## config.mk

```make
export PLATFORM = sky130hd
export DESIGN_NAME = ifetch_buf
export DESIGN_NICKNAME = d
export VERILOG_FILES = /design/src/rtl/ifetch_buf.sv
export SDC_FILE = /design/constraint.sdc
export NUM_CORES = 1
export LEC_CHECK = 0
export CORE_UTILIZATION = 62
export CTS_CLUSTER_SIZE = 25
export DETAILED_ROUTE_END_ITERATION = 10
export PLACE_DENSITY = 0.95
export SLEW_MARGIN = 30
export SYNTH_ARGS = -nofsm -noshare
export SYNTH_HDL_FRONTEND = slang
export SYNTH_SLANG_ARGS = --single-unit
```

## constraint.sdc

```tcl
create_clock -name clk -period 9.6 [get_ports clk]
set_clock_uncertainty 0.2 [all_clocks]
set_input_delay 0.96 -clock clk [delete_from_list [all_inputs] [get_ports clk]]
set_output_delay 0.96 -clock clk [all_outputs]
set_load 0.05 [all_outputs]
```

## src/rtl/ifetch_buf.sv

```systemverilog
// Instruction fetch buffer: issues word reads for PC requests, holds returned
// instructions in an in-order {pc, inst} FIFO and drops in-flight reads on a jump.
module ifetch_buf #(
  parameter int unsigned DEPTH    = 4,
  parameter logic [31:0] RST_INST = 32'h0000_0013
) (
  input  logic        clk,
  input  logic        rst,
  input  logic [31:0] pc_i,
  input  logic        pc_valid_i,
  output logic        pc_ready_o,
  input  logic        jump_en_i,
  output logic        mem_req_o,
  output logic [31:0] mem_addr_o,
  input  logic        mem_gnt_i,
  input  logic        mem_rvalid_i,
  input  logic [31:0] mem_rdata_i,
  output logic        inst_valid_o,
  input  logic        inst_ready_i,
  output logic [31:0] inst_o,
  output logic [31:0] inst_pc_o
);

  localparam int unsigned AW = $clog2(DEPTH);
  localparam int unsigned CW = AW + 1;
  localparam int unsigned SW = CW + 2;

  logic [CW-1:0] out_cnt;
  logic [CW-1:0] buf_cnt;
  logic [CW-1:0] disc_cnt;
  logic [AW-1:0] tag_wr;
  logic [AW-1:0] tag_rd;
  logic [AW-1:0] dat_wr;
  logic [AW-1:0] dat_rd;
  logic [31:0]   tag_mem  [DEPTH];
  logic [31:0]   dat_pc   [DEPTH];
  logic [31:0]   dat_inst [DEPTH];

  logic [SW-1:0] occupancy;
  logic          credit;
  logic          accept;
  logic          resp_keep;
  logic          resp_drop;
  logic          pop;

  // Stale responses still owe a slot, so they count against credit too.
  assign occupancy  = SW'(out_cnt) + SW'(buf_cnt) + SW'(disc_cnt);
  assign credit     = occupancy < SW'(DEPTH);
  assign mem_req_o  = pc_valid_i & credit & ~jump_en_i;
  assign pc_ready_o = mem_req_o & mem_gnt_i;
  assign mem_addr_o = {pc_i[31:2], 2'b00};
  assign accept     = pc_ready_o;
  assign resp_keep  = mem_rvalid_i & (disc_cnt == '0);
  assign resp_drop  = mem_rvalid_i & (disc_cnt != '0);

  assign inst_valid_o = buf_cnt != '0;
  assign pop          = inst_valid_o & inst_ready_i;
  assign inst_o       = dat_inst[dat_rd];
  assign inst_pc_o    = dat_pc[dat_rd];

  always_ff @(posedge clk) begin
    if (rst) begin
      out_cnt  <= '0;
      buf_cnt  <= '0;
      disc_cnt <= '0;
      tag_wr   <= '0;
      tag_rd   <= '0;
      dat_wr   <= '0;
      dat_rd   <= '0;
      for (int unsigned i = 0; i < DEPTH; i++) begin
        tag_mem[AW'(i)]  <= '0;
        dat_pc[AW'(i)]   <= '0;
        dat_inst[AW'(i)] <= RST_INST;
      end
    end else if (jump_en_i) begin
      // Everything granted so far becomes stale; a response landing now is one of them.
      tag_wr   <= '0;
      tag_rd   <= '0;
      dat_wr   <= '0;
      dat_rd   <= '0;
      buf_cnt  <= '0;
      out_cnt  <= '0;
      disc_cnt <= disc_cnt + out_cnt - CW'(mem_rvalid_i);
    end else begin
      if (accept) begin
        tag_mem[tag_wr] <= pc_i;
        tag_wr          <= tag_wr + AW'(1);
      end
      if (resp_keep) begin
        dat_pc[dat_wr]   <= tag_mem[tag_rd];
        dat_inst[dat_wr] <= mem_rdata_i;
        dat_wr           <= dat_wr + AW'(1);
        tag_rd           <= tag_rd + AW'(1);
      end
      if (pop) begin
        dat_rd <= dat_rd + AW'(1);
      end
      out_cnt  <= out_cnt + CW'(accept) - CW'(resp_keep);
      buf_cnt  <= buf_cnt + CW'(resp_keep) - CW'(pop);
      disc_cnt <= disc_cnt - CW'(resp_drop);
    end
  end

endmodule
```

==> results by stage, run 1 <==
Clocking:
- The insertion delay of the later-clocked pin in the worst-skew pair is 0.53 ns.
- The clock-pin slew reported for the worst setup and hold paths after clock tree synthesis is 0.06 ns.
- The total CTS buffers is 40.
- After clock tree synthesis, the setup repair step added 0 buffers.
- The tree is rooted in a sky130_fd_sc_hd__clkbuf_16.
- The CTS tree is yes.
- Counting every sink on the clock net gives 405.
- The number of gates resized after CTS was 0.
- The H-tree depth reported by CTS is 2.
- The buffer levels on the longest clock path is 3.
- The number of buffers inserted for hold repair after clock tree synthesis is 0.

STA:
- Hold timing on the final database bottoms out at a slack of 0.344 ns.
- In this run the tightest slew margin relative to its limit is 35.7%.
- The post-route clock period utilization is 53.1%.
- The setup-violating endpoint count in the final report is 0.
- The final number of hold-violating endpoints came to 0.
- The number of pins exceeding their max-slew limit in the final report is 0.
- Timing would allow up to 0.196 GHz.
- The final setup TNS is 0 ns.
- Setup repair after global routing left no endpoint under its margin.
- For the pin with the worst max-slew slack, the measured transition is 0.965 ns.
- After layout, the minimum clock period comes to 5.10 ns.

Drt:
- The number of nets still failing antenna checks after routing is 0.
- In the routed layout, each cell is associated on average with a via count of 6.04.
- The vias after detailed routing is 10.1k.
- The overall routed net length is 39200 um.
- The initial detailed-routing violation count is 1117.
- The number of optimization iterations in the first detailed-route pass is 6.
- The total DRC errors in the routed layout is 0.
- Dividing the detail-routed wire length by the instance count gives 23.5 um.

Logic synthesis:
- In this run the biggest area consumer among cell types represents 64.5% of the synthesized area.
- The number of enable flip-flop cells after synthesis is 384.
- The summed instance area of the synthesized netlist is 17900 um2.
- After synthesis, the cell types taking the most area are sky130_fd_sc_hd__edfxtp_1 65%, sky130_fd_sc_hd__mux4_2 12%, sky130_fd_sc_hd__and2_1 6.5%, sky130_fd_sc_hd__nor2_1 2.5%, sky130_fd_sc_hd__dfxtp_1 2.4%.
- Synthesis handed over a netlist of 1142 instances.
- The post-synthesis cell type count is 43.
- The cell accounting for the most synthesized area is sky130_fd_sc_hd__edfxtp_1.
- In the synthesized netlist the async set-or-reset flop fraction comes to 0%.
- Yosys printed 0 warnings.
- The proportion of synthesized chip area in sequential cells is 66.9%.
- The synthesized design contains 405 register bits.
- In this run the mean area of a mapped cell was 15.6 um2.
- The most used flip-flop cell after synthesis is sky130_fd_sc_hd__edfxtp_1.

Setup path:
- Counting cells, the worst reg-to-reg path comes to 9.
- The startpoint type of the worst setup path is a register.
- The capture instance of the worst register-to-register path is tag_mem[0][7].
- The worst register-to-register path has a setup slack of 5.58 ns.
- STA classifies the critical path endpoint as an output pin.
- In this run the worst path has a maximum fanout of 34.
- The origin of the critical flop-to-flop path is buf_cnt[1].
- The signal arrival time at the worst endpoint is 3.94 ns.
- The start-to-end type of the worst setup path is reg2out.
- The data required time at the worst endpoint is 8.44 ns.

Job:
- The tool flagged a number of max-cap violations equal to 0.

Floorplanning:
- The die is 172 um tall.
- The initial utilization of the core area, before any placement, comes to 63.6%.
- 170 I/O pins were placed.
- The placeable core region is 28100 um2.
- Measured along the x axis, the die boundary spans 172 um.
- The initialized floorplan defines 61 standard-cell rows.
- The die covers 29500 um2.

Finish:
- The core occupancy in the finished layout is 74.4%.
- The share of final-layout standard cells stronger than drive strength 1 is 17.2%.
- The top cell types in the final layout, fill and taps aside, are 384 x sky130_fd_sc_hd__edfxtp_1, 187 x sky130_fd_sc_hd__and2_1, 167 x sky130_fd_sc_hd__clkdlybuf4s50_1.
- The most common cell after layout, fill and taps aside is sky130_fd_sc_hd__edfxtp_1.
- The finished cells cover 20900 um2.
- The layout has 1605 filler cells.
- The layout net count is 1352.
- The number of diodes added for antenna fixing is 0.
- The sequential cell area in the final layout is 12000 um2.
- The layout overhead on the synthesized area is 17.0%.
- The area occupied by multi-input gates is 5290 um2.

Power:
- The total power divided by cell area is 205 nW/um2.
- The leakage power is 0.00744 uW.
- The worst vdd rail ir drop is 0.145 mV.
- The design draws 4290 uW.

Global route:
- For this run, the total global-route usage over all layers was measured as 27.1%.
- The total global routing overflow is 0.
- The first-pass GRT wire length is 58600 um.
- The maximum number of pins on one net before global-route repair is 70.
- The number of antenna violations at the first check in global routing is 1.
- The via count of the first global-routing pass came to 10.5k.

Outcome:
- The flow ran to the end, and the final reports show no timing, DRC or antenna violations.

Place:
- Once placement finished, the instance area stood at 19600 um2.
- The detailed placement HPWL is 21900 um.
- The weighted congestion reported at the end of routability-driven placement is 0.804.
- During placement, the flow inserted port buffers numbering 167.

Hold path:
- The worst hold path belongs to the class reg2reg.
- The worst hold path endpoint is dat_rd[1].
- The worst hold path depth is 2.
- The startpoint identified for the worst hold timing path is dat_rd[1].
-- stage by stage --
stage,setup WS [ns],instances
floorplan,5.11,1143
global placement,5.14,1597
detailed placement,5.07,1597
CTS,4.49,1669
global route,4.27,1672
finish,4.50,1672
-- cell usage after synthesis (2+ instances only) --
cell / n
sky130_fd_sc_hd__buf_4: 38
sky130_fd_sc_hd__or2_2: 7
sky130_fd_sc_hd__xnor2_1: 8
sky130_fd_sc_hd__and3_1: 61
sky130_fd_sc_hd__nor2_1: 118
sky130_fd_sc_hd__or4_1: 2
sky130_fd_sc_hd__nand2b_1: 9
sky130_fd_sc_hd__and2_1: 187
sky130_fd_sc_hd__mux4_2: 96
sky130_fd_sc_hd__nor3_2: 2
sky130_fd_sc_hd__inv_1: 20
sky130_fd_sc_hd__a21oi_1: 3
sky130_fd_sc_hd__xor2_1: 3
sky130_fd_sc_hd__buf_2: 25
sky130_fd_sc_hd__edfxtp_1: 384
sky130_fd_sc_hd__buf_6: 3
sky130_fd_sc_hd__a41o_1: 2
sky130_fd_sc_hd__nand2_1: 39
sky130_fd_sc_hd__dfxtp_1: 21
sky130_fd_sc_hd__ha_1: 11
sky130_fd_sc_hd__fa_1: 6
sky130_fd_sc_hd__clkbuf_1: 41
sky130_fd_sc_hd__nor2b_1: 2
sky130_fd_sc_hd__nand4b_1: 2
sky130_fd_sc_hd__nor3b_1: 2
sky130_fd_sc_hd__o31a_1: 2
sky130_fd_sc_hd__o21bai_1: 3
sky130_fd_sc_hd__nor2_2: 30
-- metal layers --
metal | track usage (%) | wire length (um) | up-vias
met1 | 35.1 | 14500 | 5060
met4 | 10.3 | 1230 | 2
li1 | - | - | 4393
met3 | 4.26 | 3140 | 92
met5 | 0 | 13 | -
met2 | 46.5 | 20400 | 547
-- how the worst max path moves through the flow --
| stage | startpoint | to | slack (ns) |
|---|---|---|---|
| floorplan | buf_cnt[1] | tag_mem[0][0] | 5.11 |
| CTS | buf_cnt[1] | pc_ready_o | 4.49 |
| finish | buf_cnt[1] | pc_ready_o | 4.50 |
| global placement | jump_en_i | pc_ready_o | 5.14 |
| detailed placement | buf_cnt[1] | pc_ready_o | 5.07 |
| global route | buf_cnt[1] | pc_ready_o | 4.27 |
-- critical path, cell delays in order (launching register included) --
cell	delay [ns]
sky130_fd_sc_hd__dfxtp_1	0.44
sky130_fd_sc_hd__inv_1	0.11
sky130_fd_sc_hd__fa_1	0.50
sky130_fd_sc_hd__nor2b_1	0.20
sky130_fd_sc_hd__fa_1	0.41
sky130_fd_sc_hd__nor2_1	0.18
sky130_fd_sc_hd__o211a_1	0.25
sky130_fd_sc_hd__nand2_1	0.07
sky130_fd_sc_hd__buf_4	0.25
sky130_fd_sc_hd__nor2_1	0.18
sky130_fd_sc_hd__clkdlybuf4s50_1	0.82
-- sequential cells by signal, summed over array words and instances (netlist names), 3 cells and up, named ones only --
signal and count:
dat_pc 128, dat_inst 128, buf_cnt 3, tag_mem 128, out_cnt 3, disc_cnt 3
-- power breakdown --
group	switching (uW)	leakage, uW	internal, uW
Clock	642	0.000593	843
Sequential	48.6	0.00410	2050
Combinational	451	0.00275	258
-- cell families (layout without fill, tap and decap cells) --
| family | Yosys count | count (layout) | synth area share, % |
|---|---|---|---|
| AOI/OAI and AO/OA | 16 | 16 | 0.693 |
| xor gates and xnor gates | 12 | 12 | 0.672 |
| adders and majority gates | 17 | 17 | 1.44 |
| buffers and inverters | 128 | 279 | 3.79 |
| DFF | 405 | 405 | 66.9 |
| muxes | 96 | 96 | 12.1 |
| other | 1 | 2 | 0.0210 |
| and+or+nand+nor | 467 | 467 | 14.4 |
-- layout make-up --
type	instances	area share, %
Timing Repair Buffer	187	8.93
Clock inverter	17	0.551
Clock buffer	55	5.35
Tap cell	378	2.26
Inverter	20	0.359
Sequential cell	405	57.2
Multi-Input combinational cell	610	25.3
Note: power is estimated with default switching activity, not from simulation.
==> inputs of run 2 (changes only) <==
--- a/config.mk
+++ b/config.mk
@@ -5,10 +5,10 @@
 export SDC_FILE = /design/constraint.sdc
 export NUM_CORES = 1
 export LEC_CHECK = 0
-export CORE_UTILIZATION = 62
+export CORE_UTILIZATION = 57
 export CTS_CLUSTER_SIZE = 25
 export DETAILED_ROUTE_END_ITERATION = 10
-export PLACE_DENSITY = 0.95
+export PLACE_DENSITY = 0.89
 export SLEW_MARGIN = 30
 export SYNTH_ARGS = -nofsm -noshare
 export SYNTH_HDL_FRONTEND = slang
==> constraint.sdc (replaced) <==
create_clock -name clk -period 5.1 [get_ports clk]
set_clock_uncertainty 0.2 [all_clocks]
set_input_delay 0.51 -clock clk [delete_from_list [all_inputs] [get_ports clk]]
set_output_delay 0.51 -clock clk [all_outputs]
set_load 0.05 [all_outputs]
==> run 2 against run 1 <==
The flow now finishes with violations (DRC); first-iteration DRC count fell by 22%; cell count rose by 0.96%; core utilization fell by 5.9 points; setup slack worse by 4.0 ns; global-route usage fell by 3.2 points; worst hold slack worse by 0.019 ns; register-to-register slack lost 4.5 ns; largest power group unchanged; flip-flop and latch count unchanged; clock power is 95% higher; count of clock-buffer cells in the layout fell by 3.
==> results by stage, run 2 (same netlist as run 1, synthesis figures left out) <==
Power:
- The leakage power is 0.00749 uW (+0.60%).
- The combinational share of power is 16.0% (-0.5 points).
- The total power divided by cell area is 387 nW/um2 (+89%).
- The total power is 8150 uW (+90%).
- The part of the power in registers is 48.6% (-0.3 points).
- The worst vdd rail ir drop was 0.287 mV (+98%).
- The proportion of power drawn by the clock network is 35.4% (+0.8 points).
- The internal portion of total power is 6030 uW (+92%).
- The proportion of total power due to net switching is 26.0% (-0.62 points).
- The net switching power of the design is 2120 uW (+86%).

Clocking:
- The quantity of gates resized following cts was 0 (unchanged).
- The H-tree depth reported by CTS is 2 (unchanged).
- The clock-pin slew reported for the worst setup and hold paths after clock tree synthesis came to 0.06 ns (about the same).
- The number of buffers inserted for hold repair after clock tree synthesis is 0 (unchanged).
- The total CTS buffers is 41 (+2.5%).
- TritonCTS built the clock tree.
- The insertion delay of the later-clocked pin in the worst-skew pair is 0.54 ns (about the same).
- The cell sitting at the root of the clock tree is a sky130_fd_sc_hd__clkbuf_16.
- The buffer levels on the longest clock path was 3 (unchanged).
- The post-CTS setup repair buffer count is 0 (unchanged).
- The number of clock sinks is 405 (unchanged).

Setup path:
- The worst setup path is launched from a register.
- The data required time at the worst endpoint was 4.39 ns (-4.05 ns).
- The signal on the critical path passes through inv_1 -> fa_1 -> nor2b_1 -> fa_1 -> nor3b_1 -> o211a_1 -> nand2_1 -> buf_4 -> inv_1 -> clkdlybuf4s50_1.
- The setup path with the least slack is of type reg2out.
- The slack of the worst reg-to-reg path is 1.10 ns (-4.48 ns).
- The worst reg-to-reg path cell count came to 10 (+1).
- On the critical path, the stage with the largest delay is an instance of sky130_fd_sc_hd__clkdlybuf4s50_1.
- The largest fanout on the critical path is 33 (-2.9%).
- STA classifies the critical path endpoint as an output pin.
- The signal arrival time at the worst endpoint was 3.88 ns (-0.06 ns).
- The kind of cell with the highest combined delay along the critical path is buffers and inverters.
- The number of buffer and inverter stages on the critical path was 4 (+1).
- The maximum cell stage delay along the critical path is 0.73 ns (-0.09 ns).
- The number of stages on the worst setup path was 10 (unchanged).

Outcome:
- The run finished, with violations left.
- The checks that failed: DRC.

Global route:
- The first-pass GRT wire length is 56800 um (-3.1%).
- The total routing resource utilization after global routing was 23.9% (-3.2 points).
- The total global routing overflow is 0 (unchanged).
- The maximum number of pins on one net before global-route repair came to 66 (-5.7%).
- The via count of the first global-routing pass is 10.2k (-3.6%).
- The number of antenna violations at the first check in global routing is 1 (unchanged).

Finish:
- The number of fill cells in the layout was 1990 (+24%).
- The top cell types in the final layout, fill and taps aside, are 384 x sky130_fd_sc_hd__edfxtp_1, 187 x sky130_fd_sc_hd__and2_1, 167 x sky130_fd_sc_hd__clkdlybuf4s50_1.
- In the final layout, the registers with the most flip-flops are dat_inst (128), dat_pc (128), tag_mem (128).
- The share of final-layout standard cells stronger than drive strength 1 was 17.3% (+0.10 points).
- The sequential cell area in the final layout is 12000 um2 (about the same).
- The layout overhead on the synthesized area is 17.9%.
- The layout net count is 1353 (+0.074%).
- The number of diodes added for antenna fixing is 0 (unchanged).
- The area occupied by multi-input gates is 5330 um2 (+0.66%).
- Leaving out fill and tap cells, the most frequent cell in the layout is sky130_fd_sc_hd__edfxtp_1.

STA:
- The final number of hold-violating endpoints is 0 (unchanged).
- The final critical path takes up 89.9% of the cycle.
- The setup-violating endpoint count in the final report is 0 (unchanged).
- Setup repair after global routing left no endpoint under its margin.
- The transition time at the pin with the least slew margin is 0.990 ns (+0.0249 ns).
- The achievable frequency is 0.218 GHz.
- For the finished layout, the period the worst path requires is 4.59 ns.
- The relative slew slack came to 34.0% (-1.7 points).
- The final setup TNS is 0 ns (unchanged).
- The number of pins exceeding their max-slew limit in the final report is 0 (unchanged).

Drt:
- The total DRC errors in the routed layout was 27 (+27).
- The detail-routed net length per standard cell was 22.1 um (-5.9%).
- The number of optimization iterations in the first detailed-route pass is 9 (+3).
- The number of vias per cell came to 5.82 (-3.5%).
- The number of nets still failing antenna checks after routing came to 0 (unchanged).
- The overall routed net length is 37300 um (-5.0%).
- The vias after detailed routing is 9832 (-2.6%).
- The initial detailed-routing violation count is 870 (-22%).

Floorplanning:
- The overall die width is 179 um (+4.2%).
- The I/O pin count is 170 (unchanged).
- The number of core rows came to 64 (+4.9%).
- The overall die area is 32100 um2 (+8.7%).
- The y dimension of the die is 179 um (+4.2%).
- The placeable core region came to 30700 um2 (+9.5%).
- The starting density of the core came to 58.1% (-5.5 points).

Hold path:
- The worst hold path depth is 2 (unchanged).
- The worst hold path class is reg2reg.

Place:
- The weighted congestion reported at the end of routability-driven placement is 0.747 (-7.0%).
- The count of input and output buffers was 167 (unchanged).
- The detailed placement HPWL is 22000 um (+0.46%).

Job:
- The total of max-cap violations is 0 (unchanged).
run 2: per-layer routing:
metal | vias up | track usage (%) | routed length, um
met5 | - | 0 | 13
met4 | 2 | 6.18 | 663
met3 | 59 | 3.22 | 2370
met2 | 377 | 42.0 | 19700
met1 | 5005 | 31.4 | 14600
li1 | 4389 | - | -
run 2: cell type report:
cell class              count  share of cell area, %
clock buffers              52                   5.27
inverters                  20                  0.356
multi-input cells         610                   25.3
flip-flops and latches    405                   56.8
repair buffers            187                   9.11
clock inverters            18                  0.802
well taps                 396                   2.35
run 2: worst min-delay path: stages (launching register included):
cell and delay (ns):
sky130_fd_sc_hd__dfxtp_1 0.32, sky130_fd_sc_hd__xor2_1 0.06, sky130_fd_sc_hd__nor2_1 0.10
run 2: power groups by stage:
stage / clock, uW / sequential (uW) / combinational [uW]
5_1_grt: 3040 / 3980 / 1400
3_3_place_gp: 0 / 4010 / 1260
4_1_cts: 2910 / 3960 / 1310
6_report: 2890 / 3960 / 1300
2_1_floorplan: 0 / 3970 / 926
3_5_place_dp: 0 / 4030 / 1300
run 2: path summary, 6_finish.rpt:
kind	start	end
hold / removal	dat_rd[1]	dat_rd[1]
setup reg to reg	buf_cnt[1]	tag_mem[0][22]
setup / recovery	buf_cnt[1]	mem_req_o
hold reg to reg	dat_rd[1]	dat_rd[1]
run 2: stage by stage:
| step | hold slack, ns | worst slack (ns) | instances | utilization [%] | instance area (um2) |
|---|---|---|---|---|---|
| 6_report | 0.325 | 0.514 | 1688 | 68.5 | 21100 |
| 5_1_grt | 0.366 | 0.312 | 1688 | 68.5 | 21100 |
| 4_1_cts | 0.325 | 0.476 | 1687 | 68.4 | 21000 |
| 3_5_place_dp | 0.308 | 1.04 | 1617 | 64.2 | 19800 |
| 3_3_place_gp | 0.306 | 1.13 | 1613 | 63.9 | 19700 |
| 2_1_floorplan | 0.280 | 0.605 | 1143 | - | 17900 |
